$ cat src/rtl/cpu_pkg.sv
// Shared datapath constants, the ID/EX pipeline register layout and the
// operand forwarding source encoding.
package cpu_pkg;

  localparam int DATA_W = 32;
  localparam int REG_AW = 5;

  typedef struct packed {
    logic              valid;
    logic [REG_AW-1:0] rd;
    logic              reg_write;
    logic              mem_read;
    logic [DATA_W-1:0] op_a;
    logic [DATA_W-1:0] op_b;
  } id_ex_t;

  typedef enum logic [2:0] {
    FWD_ZERO,
    FWD_EX,
    FWD_MEM,
    FWD_WB,
    FWD_RF
  } fwd_sel_t;

endpackage

$ cat src/rtl/operand_fetch_stage_if.sv
// Bundle of every signal between the operand fetch stage and its neighbours:
// decoded instruction, register file read port, bypass sources and ID/EX outputs.
interface operand_fetch_stage_if #(
  parameter int CNT_W = 16
) ();
  import cpu_pkg::*;

  logic              id_valid;
  logic [REG_AW-1:0] id_rs;
  logic [REG_AW-1:0] id_rt;
  logic [REG_AW-1:0] id_rd;
  logic              id_reg_write;
  logic              id_mem_read;
  logic              id_use_imm;
  logic [DATA_W-1:0] id_imm;

  logic [REG_AW-1:0] regReadSel0;
  logic [REG_AW-1:0] regReadSel1;
  logic [DATA_W-1:0] regReadData0;
  logic [DATA_W-1:0] regReadData1;

  logic [DATA_W-1:0] ex_alu_result;
  logic              mem_reg_write;
  logic [REG_AW-1:0] mem_rd;
  logic [DATA_W-1:0] mem_data;
  logic              wb_reg_write;
  logic [REG_AW-1:0] wb_rd;
  logic [DATA_W-1:0] wb_data;

  logic              flush;
  logic              stall;

  logic              ex_valid;
  logic [REG_AW-1:0] ex_rd;
  logic              ex_reg_write;
  logic              ex_mem_read;
  logic [DATA_W-1:0] ex_op_a;
  logic [DATA_W-1:0] ex_op_b;
  logic [CNT_W-1:0]  stall_count;

  // Operand fetch stage side
  modport slave (
    input  id_valid, id_rs, id_rt, id_rd, id_reg_write, id_mem_read,
    input  id_use_imm, id_imm,
    output regReadSel0, regReadSel1,
    input  regReadData0, regReadData1,
    input  ex_alu_result, mem_reg_write, mem_rd, mem_data,
    input  wb_reg_write, wb_rd, wb_data, flush,
    output stall, ex_valid, ex_rd, ex_reg_write, ex_mem_read,
    output ex_op_a, ex_op_b, stall_count
  );

  // Surrounding pipeline side
  modport master (
    output id_valid, id_rs, id_rt, id_rd, id_reg_write, id_mem_read,
    output id_use_imm, id_imm,
    input  regReadSel0, regReadSel1,
    output regReadData0, regReadData1,
    output ex_alu_result, mem_reg_write, mem_rd, mem_data,
    output wb_reg_write, wb_rd, wb_data, flush,
    input  stall, ex_valid, ex_rd, ex_reg_write, ex_mem_read,
    input  ex_op_a, ex_op_b, stall_count
  );

endinterface

$ cat src/rtl/forward_mux.sv
// Priority bypass select for one source register: r0, EX, MEM, WB, then the
// register file. A load in EX is never bypassed; its data is not ready yet.
module forward_mux
  import cpu_pkg::*;
(
  input  logic [REG_AW-1:0] src,
  input  logic              ex_valid,
  input  logic              ex_reg_write,
  input  logic              ex_mem_read,
  input  logic [REG_AW-1:0] ex_rd,
  input  logic [DATA_W-1:0] ex_alu_result,
  input  logic              mem_reg_write,
  input  logic [REG_AW-1:0] mem_rd,
  input  logic [DATA_W-1:0] mem_data,
  input  logic              wb_reg_write,
  input  logic [REG_AW-1:0] wb_rd,
  input  logic [DATA_W-1:0] wb_data,
  input  logic [DATA_W-1:0] rf_data,
  output logic [DATA_W-1:0] data
);

  fwd_sel_t sel;

  // Pick the youngest producer of src; r0 short-circuits so r0 writes never bypass
  always_comb begin
    sel = FWD_RF;
    if (src == '0)
      sel = FWD_ZERO;
    else if (ex_valid && ex_reg_write && !ex_mem_read && (ex_rd == src))
      sel = FWD_EX;
    else if (mem_reg_write && (mem_rd == src))
      sel = FWD_MEM;
    else if (wb_reg_write && (wb_rd == src))
      sel = FWD_WB;
  end

  // Steer the selected source onto the operand
  always_comb begin
    data = rf_data;
    case (sel)
      FWD_ZERO: data = '0;
      FWD_EX:   data = ex_alu_result;
      FWD_MEM:  data = mem_data;
      FWD_WB:   data = wb_data;
      default:  data = rf_data;
    endcase
  end

endmodule

$ cat src/rtl/operand_fetch_stage.sv
// Decode/operand stage: drives register file selects, resolves RAW hazards by
// bypassing, inserts one bubble on load-use and registers operands into ID/EX.
module operand_fetch_stage
  import cpu_pkg::*;
#(
  parameter int CNT_W = 16
) (
  input logic                  clk,
  input logic                  rst,
  operand_fetch_stage_if.slave bus
);

  id_ex_t            id_ex_p1;
  logic [CNT_W-1:0]  stall_cnt_p1;
  logic [DATA_W-1:0] rs_val;
  logic [DATA_W-1:0] rt_val;
  logic [DATA_W-1:0] op_a;
  logic [DATA_W-1:0] op_b;
  logic              load_use;
  logic              stall;

  function automatic logic [CNT_W-1:0] sat_inc(input logic [CNT_W-1:0] v);
    return (&v) ? v : v + CNT_W'(1);
  endfunction

  assign bus.regReadSel0 = bus.id_rs;
  assign bus.regReadSel1 = bus.id_rt;

  forward_mux u_fwd_rs (
    .src           (bus.id_rs),
    .ex_valid      (id_ex_p1.valid),
    .ex_reg_write  (id_ex_p1.reg_write),
    .ex_mem_read   (id_ex_p1.mem_read),
    .ex_rd         (id_ex_p1.rd),
    .ex_alu_result (bus.ex_alu_result),
    .mem_reg_write (bus.mem_reg_write),
    .mem_rd        (bus.mem_rd),
    .mem_data      (bus.mem_data),
    .wb_reg_write  (bus.wb_reg_write),
    .wb_rd         (bus.wb_rd),
    .wb_data       (bus.wb_data),
    .rf_data       (bus.regReadData0),
    .data          (rs_val)
  );

  forward_mux u_fwd_rt (
    .src           (bus.id_rt),
    .ex_valid      (id_ex_p1.valid),
    .ex_reg_write  (id_ex_p1.reg_write),
    .ex_mem_read   (id_ex_p1.mem_read),
    .ex_rd         (id_ex_p1.rd),
    .ex_alu_result (bus.ex_alu_result),
    .mem_reg_write (bus.mem_reg_write),
    .mem_rd        (bus.mem_rd),
    .mem_data      (bus.mem_data),
    .wb_reg_write  (bus.wb_reg_write),
    .wb_rd         (bus.wb_rd),
    .wb_data       (bus.wb_data),
    .rf_data       (bus.regReadData1),
    .data          (rt_val)
  );

  // Operand selection and load-use detection; rt only counts when B is not the immediate
  always_comb begin
    op_a     = rs_val;
    op_b     = bus.id_use_imm ? bus.id_imm : rt_val;
    load_use = bus.id_valid && id_ex_p1.valid && id_ex_p1.mem_read &&
               id_ex_p1.reg_write && (id_ex_p1.rd != '0) &&
               ((id_ex_p1.rd == bus.id_rs) ||
                ((id_ex_p1.rd == bus.id_rt) && !bus.id_use_imm));
    stall    = load_use && !bus.flush && rst;
  end

  assign bus.stall = stall;

  // ---- ID/EX boundary (p1) ----
  // Flush squashes, a stall inserts a bubble while ID holds, otherwise advance
  always_ff @(posedge clk) begin
    if (!rst) begin
      id_ex_p1 <= '0;
    end else if (bus.flush) begin
      id_ex_p1.valid <= 1'b0;
    end else if (stall) begin
      id_ex_p1.valid     <= 1'b0;
      id_ex_p1.reg_write <= 1'b0;
      id_ex_p1.mem_read  <= 1'b0;
    end else begin
      id_ex_p1.valid     <= bus.id_valid;
      id_ex_p1.rd        <= bus.id_rd;
      id_ex_p1.reg_write <= bus.id_reg_write && bus.id_valid;
      id_ex_p1.mem_read  <= bus.id_mem_read && bus.id_valid;
      id_ex_p1.op_a      <= op_a;
      id_ex_p1.op_b      <= op_b;
    end
  end

  // Saturating count of load-use stall cycles
  always_ff @(posedge clk) begin
    if (!rst)
      stall_cnt_p1 <= '0;
    else if (stall)
      stall_cnt_p1 <= sat_inc(stall_cnt_p1);
  end

  assign bus.ex_valid     = id_ex_p1.valid;
  assign bus.ex_rd        = id_ex_p1.rd;
  assign bus.ex_reg_write = id_ex_p1.reg_write;
  assign bus.ex_mem_read  = id_ex_p1.mem_read;
  assign bus.ex_op_a      = id_ex_p1.op_a;
  assign bus.ex_op_b      = id_ex_p1.op_b;
  assign bus.stall_count  = stall_cnt_p1;

endmodule

$ cat src/flat_wrapper.sv
// flat-port wrapper written by rule: the top's interface ports become plain ports
module operand_fetch_stage_flat import cpu_pkg::*;
#(
  parameter int CNT_W = 16
)
  (clk, rst, bus_id_valid, bus_id_rs, bus_id_rt, bus_id_rd, bus_id_reg_write, bus_id_mem_read, bus_id_use_imm, bus_id_imm, bus_regReadSel0, bus_regReadSel1, bus_regReadData0, bus_regReadData1, bus_ex_alu_result, bus_mem_reg_write, bus_mem_rd, bus_mem_data, bus_wb_reg_write, bus_wb_rd, bus_wb_data, bus_flush, bus_stall, bus_ex_valid, bus_ex_rd, bus_ex_reg_write, bus_ex_mem_read, bus_ex_op_a, bus_ex_op_b, bus_stall_count);
  operand_fetch_stage_if #(.CNT_W(CNT_W)) bus_i ();
  input logic clk;
  input logic rst;
  input wire logic [$bits(bus_i.id_valid)-1:0] bus_id_valid;
  input wire logic [$bits(bus_i.id_rs)-1:0] bus_id_rs;
  input wire logic [$bits(bus_i.id_rt)-1:0] bus_id_rt;
  input wire logic [$bits(bus_i.id_rd)-1:0] bus_id_rd;
  input wire logic [$bits(bus_i.id_reg_write)-1:0] bus_id_reg_write;
  input wire logic [$bits(bus_i.id_mem_read)-1:0] bus_id_mem_read;
  input wire logic [$bits(bus_i.id_use_imm)-1:0] bus_id_use_imm;
  input wire logic [$bits(bus_i.id_imm)-1:0] bus_id_imm;
  output wire logic [$bits(bus_i.regReadSel0)-1:0] bus_regReadSel0;
  output wire logic [$bits(bus_i.regReadSel1)-1:0] bus_regReadSel1;
  input wire logic [$bits(bus_i.regReadData0)-1:0] bus_regReadData0;
  input wire logic [$bits(bus_i.regReadData1)-1:0] bus_regReadData1;
  input wire logic [$bits(bus_i.ex_alu_result)-1:0] bus_ex_alu_result;
  input wire logic [$bits(bus_i.mem_reg_write)-1:0] bus_mem_reg_write;
  input wire logic [$bits(bus_i.mem_rd)-1:0] bus_mem_rd;
  input wire logic [$bits(bus_i.mem_data)-1:0] bus_mem_data;
  input wire logic [$bits(bus_i.wb_reg_write)-1:0] bus_wb_reg_write;
  input wire logic [$bits(bus_i.wb_rd)-1:0] bus_wb_rd;
  input wire logic [$bits(bus_i.wb_data)-1:0] bus_wb_data;
  input wire logic [$bits(bus_i.flush)-1:0] bus_flush;
  output wire logic [$bits(bus_i.stall)-1:0] bus_stall;
  output wire logic [$bits(bus_i.ex_valid)-1:0] bus_ex_valid;
  output wire logic [$bits(bus_i.ex_rd)-1:0] bus_ex_rd;
  output wire logic [$bits(bus_i.ex_reg_write)-1:0] bus_ex_reg_write;
  output wire logic [$bits(bus_i.ex_mem_read)-1:0] bus_ex_mem_read;
  output wire logic [$bits(bus_i.ex_op_a)-1:0] bus_ex_op_a;
  output wire logic [$bits(bus_i.ex_op_b)-1:0] bus_ex_op_b;
  output wire logic [$bits(bus_i.stall_count)-1:0] bus_stall_count;
  assign bus_i.id_valid = bus_id_valid;
  assign bus_i.id_rs = bus_id_rs;
  assign bus_i.id_rt = bus_id_rt;
  assign bus_i.id_rd = bus_id_rd;
  assign bus_i.id_reg_write = bus_id_reg_write;
  assign bus_i.id_mem_read = bus_id_mem_read;
  assign bus_i.id_use_imm = bus_id_use_imm;
  assign bus_i.id_imm = bus_id_imm;
  assign bus_regReadSel0 = bus_i.regReadSel0;
  assign bus_regReadSel1 = bus_i.regReadSel1;
  assign bus_i.regReadData0 = bus_regReadData0;
  assign bus_i.regReadData1 = bus_regReadData1;
  assign bus_i.ex_alu_result = bus_ex_alu_result;
  assign bus_i.mem_reg_write = bus_mem_reg_write;
  assign bus_i.mem_rd = bus_mem_rd;
  assign bus_i.mem_data = bus_mem_data;
  assign bus_i.wb_reg_write = bus_wb_reg_write;
  assign bus_i.wb_rd = bus_wb_rd;
  assign bus_i.wb_data = bus_wb_data;
  assign bus_i.flush = bus_flush;
  assign bus_stall = bus_i.stall;
  assign bus_ex_valid = bus_i.ex_valid;
  assign bus_ex_rd = bus_i.ex_rd;
  assign bus_ex_reg_write = bus_i.ex_reg_write;
  assign bus_ex_mem_read = bus_i.ex_mem_read;
  assign bus_ex_op_a = bus_i.ex_op_a;
  assign bus_ex_op_b = bus_i.ex_op_b;
  assign bus_stall_count = bus_i.stall_count;
  operand_fetch_stage #(.CNT_W(CNT_W)) u_core (.clk(clk), .rst(rst), .bus(bus_i));
endmodule
$ cat config.mk
export PLATFORM = sky130hd
export DESIGN_NAME = operand_fetch_stage_flat
export DESIGN_NICKNAME = d
export VERILOG_FILES = /design/src/rtl/cpu_pkg.sv /design/src/rtl/operand_fetch_stage_if.sv /design/src/rtl/forward_mux.sv /design/src/rtl/operand_fetch_stage.sv /design/src/flat_wrapper.sv
export SDC_FILE = /design/constraint.sdc
export NUM_CORES = 1
export LEC_CHECK = 0
export CORE_ASPECT_RATIO = 2
export CORE_MARGIN = 4
export CORE_UTILIZATION = 44
export DETAILED_ROUTE_END_ITERATION = 10
export HOLD_SLACK_MARGIN = 0.12
export PLACE_DENSITY = 0.83
export SYNTH_ARGS = -nofsm -noshare
export SYNTH_HDL_FRONTEND = slang
export SYNTH_HIERARCHICAL = 1
export SYNTH_SLANG_ARGS = --single-unit
$ cat constraint.sdc
create_clock -name clk -period 2.9 [get_ports clk]
set_input_delay 0.58 -clock clk [delete_from_list [all_inputs] [get_ports clk]]
set_output_delay 0.58 -clock clk [all_outputs]
set_load 0.02 [all_outputs]
==> run metrics <==
status=complete, no violations; Worst-path clk slew=~80 ps; 1st-pass router iterations=6; clock power share=between 20% and 30%; worst hold margin=about 460 ps; slowest stage cell on the critical path=sky130_fd_sc_hd__or4_1; switching power of the nets=1410 uW; GPL Wtd Cong=~0.98; time the final worst path needs with I/O delays and setup=between 2000 and 3000 ps; Final setup viols=0; critical path endpoint category=flop; buffer levels on the longest clock path=2; fraction of power consumed by combinational cells=a little under two fifths; power density over cell area=about 350 nW/um2; dominant cells by area after synthesis=sky130_fd_sc_hd__dfxtp_1 (23%), sky130_fd_sc_hd__a211oi_1 (6.3%), sky130_fd_sc_hd__or3_1 (5.5%); fraction of the core area covered by cells at the end of the flow=between 70% and 80%; cell types with the highest counts after synthesis=sky130_fd_sc_hd__nand2_1 (110), sky130_fd_sc_hd__dfxtp_1 (88), sky130_fd_sc_hd__or3_1 (67); Netlist cell types=54; post-route setup slack=about 62 ps; largest family of logic cells by synthesized area=compound AO/OA/AOI/OAI gates; required time worst endpoint=roughly 3200 ps; root buffer cell=sky130_fd_sc_hd__clkbuf_16; Critical Path Source Type=input pin; EDFF count, synth=0; Bufs and invs on worst path=3; post-synthesis compound-gate area fraction=a little under a third; mux contribution to synthesized area=5.01%; portion of the post-synthesis area used by sequential elements=~23%; clock latency reported for the late side of the worst-skew pair=360 ps; Clock Skew=slightly above 9 ps; worst vdd rail ir drop=about 0.00027 V; largest fanout on the critical path=11; HPWL after detailed placement=approximately 27 mm; worst path arrival time=3140 ps; routed wire length per instance=around 25 um; cell-by-cell listing of the critical path=clkdlybuf4s50_1 > buf_4 > or4_1 > nor2_2 > a21oi_4 > nand3b_4 > buf_12 > a2bb2oi_1 > nor3b_1 > a32oi_1 > nand3_1; Mean Syn Cell Area=about 8.0 um2; Critical Path Source=bus_id_rs[2]; TritonCTS buffer count=9; Detailed Route Iter0 Violations=792; most frequently used flop master after synthesis=sky130_fd_sc_hd__dfxtp_1; post-placement worst setup slack=-458 ps; Finished Cell Area=around 12000 um2; CTS tree=built; Starting Density=45.1%; register bit count reported by yosys=between 80 and 90; dominant cell by count in the synthesized netlist=sky130_fd_sc_hd__nand2_1; count of buffers inserted at the top-level ports=324; height of the chip=about 190 um; cell row count=67; count of clock tree sinks=88; count of buffers added by post-CTS timing repair for setup=0; Post-Route WL=36.4 mm; Die ar.=about 20000 um2; amount of wire on met3 after detailed routing=roughly 3.4 mm; part of the cycle the worst path needs=~100%; slew at the pin closest to its max-slew limit=about 1200 ps; number of hold violations in the final report=0; fraction of post-synthesis cell area in the top cell type by area=23.2%; layout cell share with drive strength beyond 1=15.7%; overall fraction of global-route tracks in use=35.3%; worst hold path type=reg2reg; FFs w/ async S/R, synth=0%; sequential fraction of design power=roughly a third; first-pass GRT wire length=around 54 mm; switching share of power=34.1%; share of the synthesized netlist area taken by xor and xnor gates=between 4 and 5%; internal power component=between 2000 and 3000 uW; final net count=about 1500; number of warnings reported in the yosys synthesis log=6; Slew Limit Headroom=between 10% and 20%; leakage power total=about 0.004 uW; cell type with the largest total area after synthesis=sky130_fd_sc_hd__dfxtp_1; maximum number of pins on one net before global-route repair=approximately 110; vias per inst=about 6.6; vias in the first global route=around 9400; Layout area overhead=56.4%; setup tns final=0 ps; number of max-capacitance violations reported=0; Die X-Extent=101 um; Crit Path Class=in2reg; Max Slew Vio Count=0; critical path's top delay family=simple AND/OR/NAND/NOR gates; Critical Path Max Stage Delay=~520 ps; net count after synthesis=approximately 1200; top layer reached by signal wires=met5; residual antenna-violating net count after detailed routing=0; simple-gate share of the synthesized area=between 20% and 30%; routed vias=9752; launching point of the worst reg2reg path=u_core/bus.ex_rd[4]$_SDFFE_PN0P_; number of I/O pins=about 330; Post-Synthesis Cell Area=7600 um2; detailed-route DRC error count=0; leftover overflow at the end of global routing=0; Met2 Wirelength=17.8 mm; fraction of the mapped netlist area in adder cells=0.165%; antenna violations before repair=10; number of H-tree branching levels=3; core outline area=16800 um2; placed inst area=between 10000 and 15000 um2; WL met1=between 10 and 15 mm; Max Clock Freq=~350 MHz; number of standard cells after synthesis=944; startpoint of the tightest hold check path=u_core/bus.ex_op_b[24]$_SDFFE_PN0P_
==> final timing paths <==
path | to | cells after the start | slack (ps)
max | u_core/bus.ex_op_a[0]$_SDFFE_PN0P_ | 11 | 60
min | u_core/bus.ex_op_b[24]$_SDFFE_PN0P_ | 2 | 460
max reg2reg | u_core/bus.ex_op_a[0]$_SDFFE_PN0P_ | 11 | 220
min reg2reg | u_core/bus.ex_op_b[24]$_SDFFE_PN0P_ | 2 | 460
==> layout by cell type, fill, tap and decap left out, types with 16 or more instances in the layout <==
cell                                n
sky130_fd_sc_hd__buf_4             84
sky130_fd_sc_hd__nand3_1           45
sky130_fd_sc_hd__a2bb2oi_1         44
sky130_fd_sc_hd__xnor2_1           22
sky130_fd_sc_hd__or3_1             67
sky130_fd_sc_hd__mux2_2            32
sky130_fd_sc_hd__a2bb2oi_2         20
sky130_fd_sc_hd__a211oi_1          63
sky130_fd_sc_hd__dfxtp_1           88
sky130_fd_sc_hd__o311ai_0          21
sky130_fd_sc_hd__a32oi_1           33
sky130_fd_sc_hd__clkdlybuf4s50_1  312
sky130_fd_sc_hd__nor3b_1           32
sky130_fd_sc_hd__xor2_1            17
sky130_fd_sc_hd__o311ai_1          42
sky130_fd_sc_hd__inv_1             36
sky130_fd_sc_hd__nand4_1           50
sky130_fd_sc_hd__buf_12            16
sky130_fd_sc_hd__nand2_1          110
==> flip-flops by register name, indices dropped and copies added, names as in the netlist <==
signal,flops
u_core/bus.ex_mem_read,1
u_core/bus.ex_op_a,32
u_core/bus.ex_op_b,32
u_core/bus.ex_rd,5
u_core/bus.ex_reg_write,1
u_core/bus.ex_valid,1
u_core/bus.stall_count,16
==> logic make-up (layout without fill, tap and decap cells) <==
kind of cell	Yosys count	in the layout
mux	34	34
other cells	0	7
flops	88	88
simple gates	358	358
compound gates	265	265
xor+xnor	40	40
fa+ha+maj	1	1
buf+inv	158	478
==> layout make-up <==
type	count	area (um2)
multi-input combinational	698	5190
inverter	37	139
antenna	7	17.5
clock buffer	9	225
tap	207	259
timing repair buffer	425	4220
clock inverter	7	72.6
sequential	88	1760
fill	1323	4960
==> what timing repair did <==
item	CTS	global route
gates resized for setup	8	15
hold endpoints to repair	0	0
pin swaps	0	3
hold buffers	0	0
setup endpoints to repair	23	62
cloned	0	1
==> per-layer routing <==
metal | GRT usage (%) | vias up
met4 | 22.5 | 6
li1 | - | 4312
met2 | 58.2 | 685
met1 | 39.9 | 4604
met3 | 8.03 | 145
met5 | 0 | -
==> stage by stage <==
stage / power, uW / cells
2_1_floorplan: 2070 / 944
3_3_place_gp: 2880 / 1454
3_5_place_dp: 2890 / 1454
4_1_cts: 4100 / 1470
5_1_grt: 4270 / 1478
6_report: 4120 / 1478
==> tightest hold or removal path: cells and delay by family (launching register included) <==
family          cells  cell delay, ps
compound gates      1              50
buf+inv             1              50
flops               1             310
==> power groups by stage <==
stage | clock network, uW | logic [uW] | registers, uW
after CTS | 1220 | 1490 | 1390
final | 1210 | 1520 | 1390
after detailed placement | 0 | 1480 | 1410
after global routing | 1280 | 1590 | 1400
after global placement | 0 | 1460 | 1410
after floorplan | 0 | 549 | 1520
No activity file was read; power rests on OpenSTA's default activity.
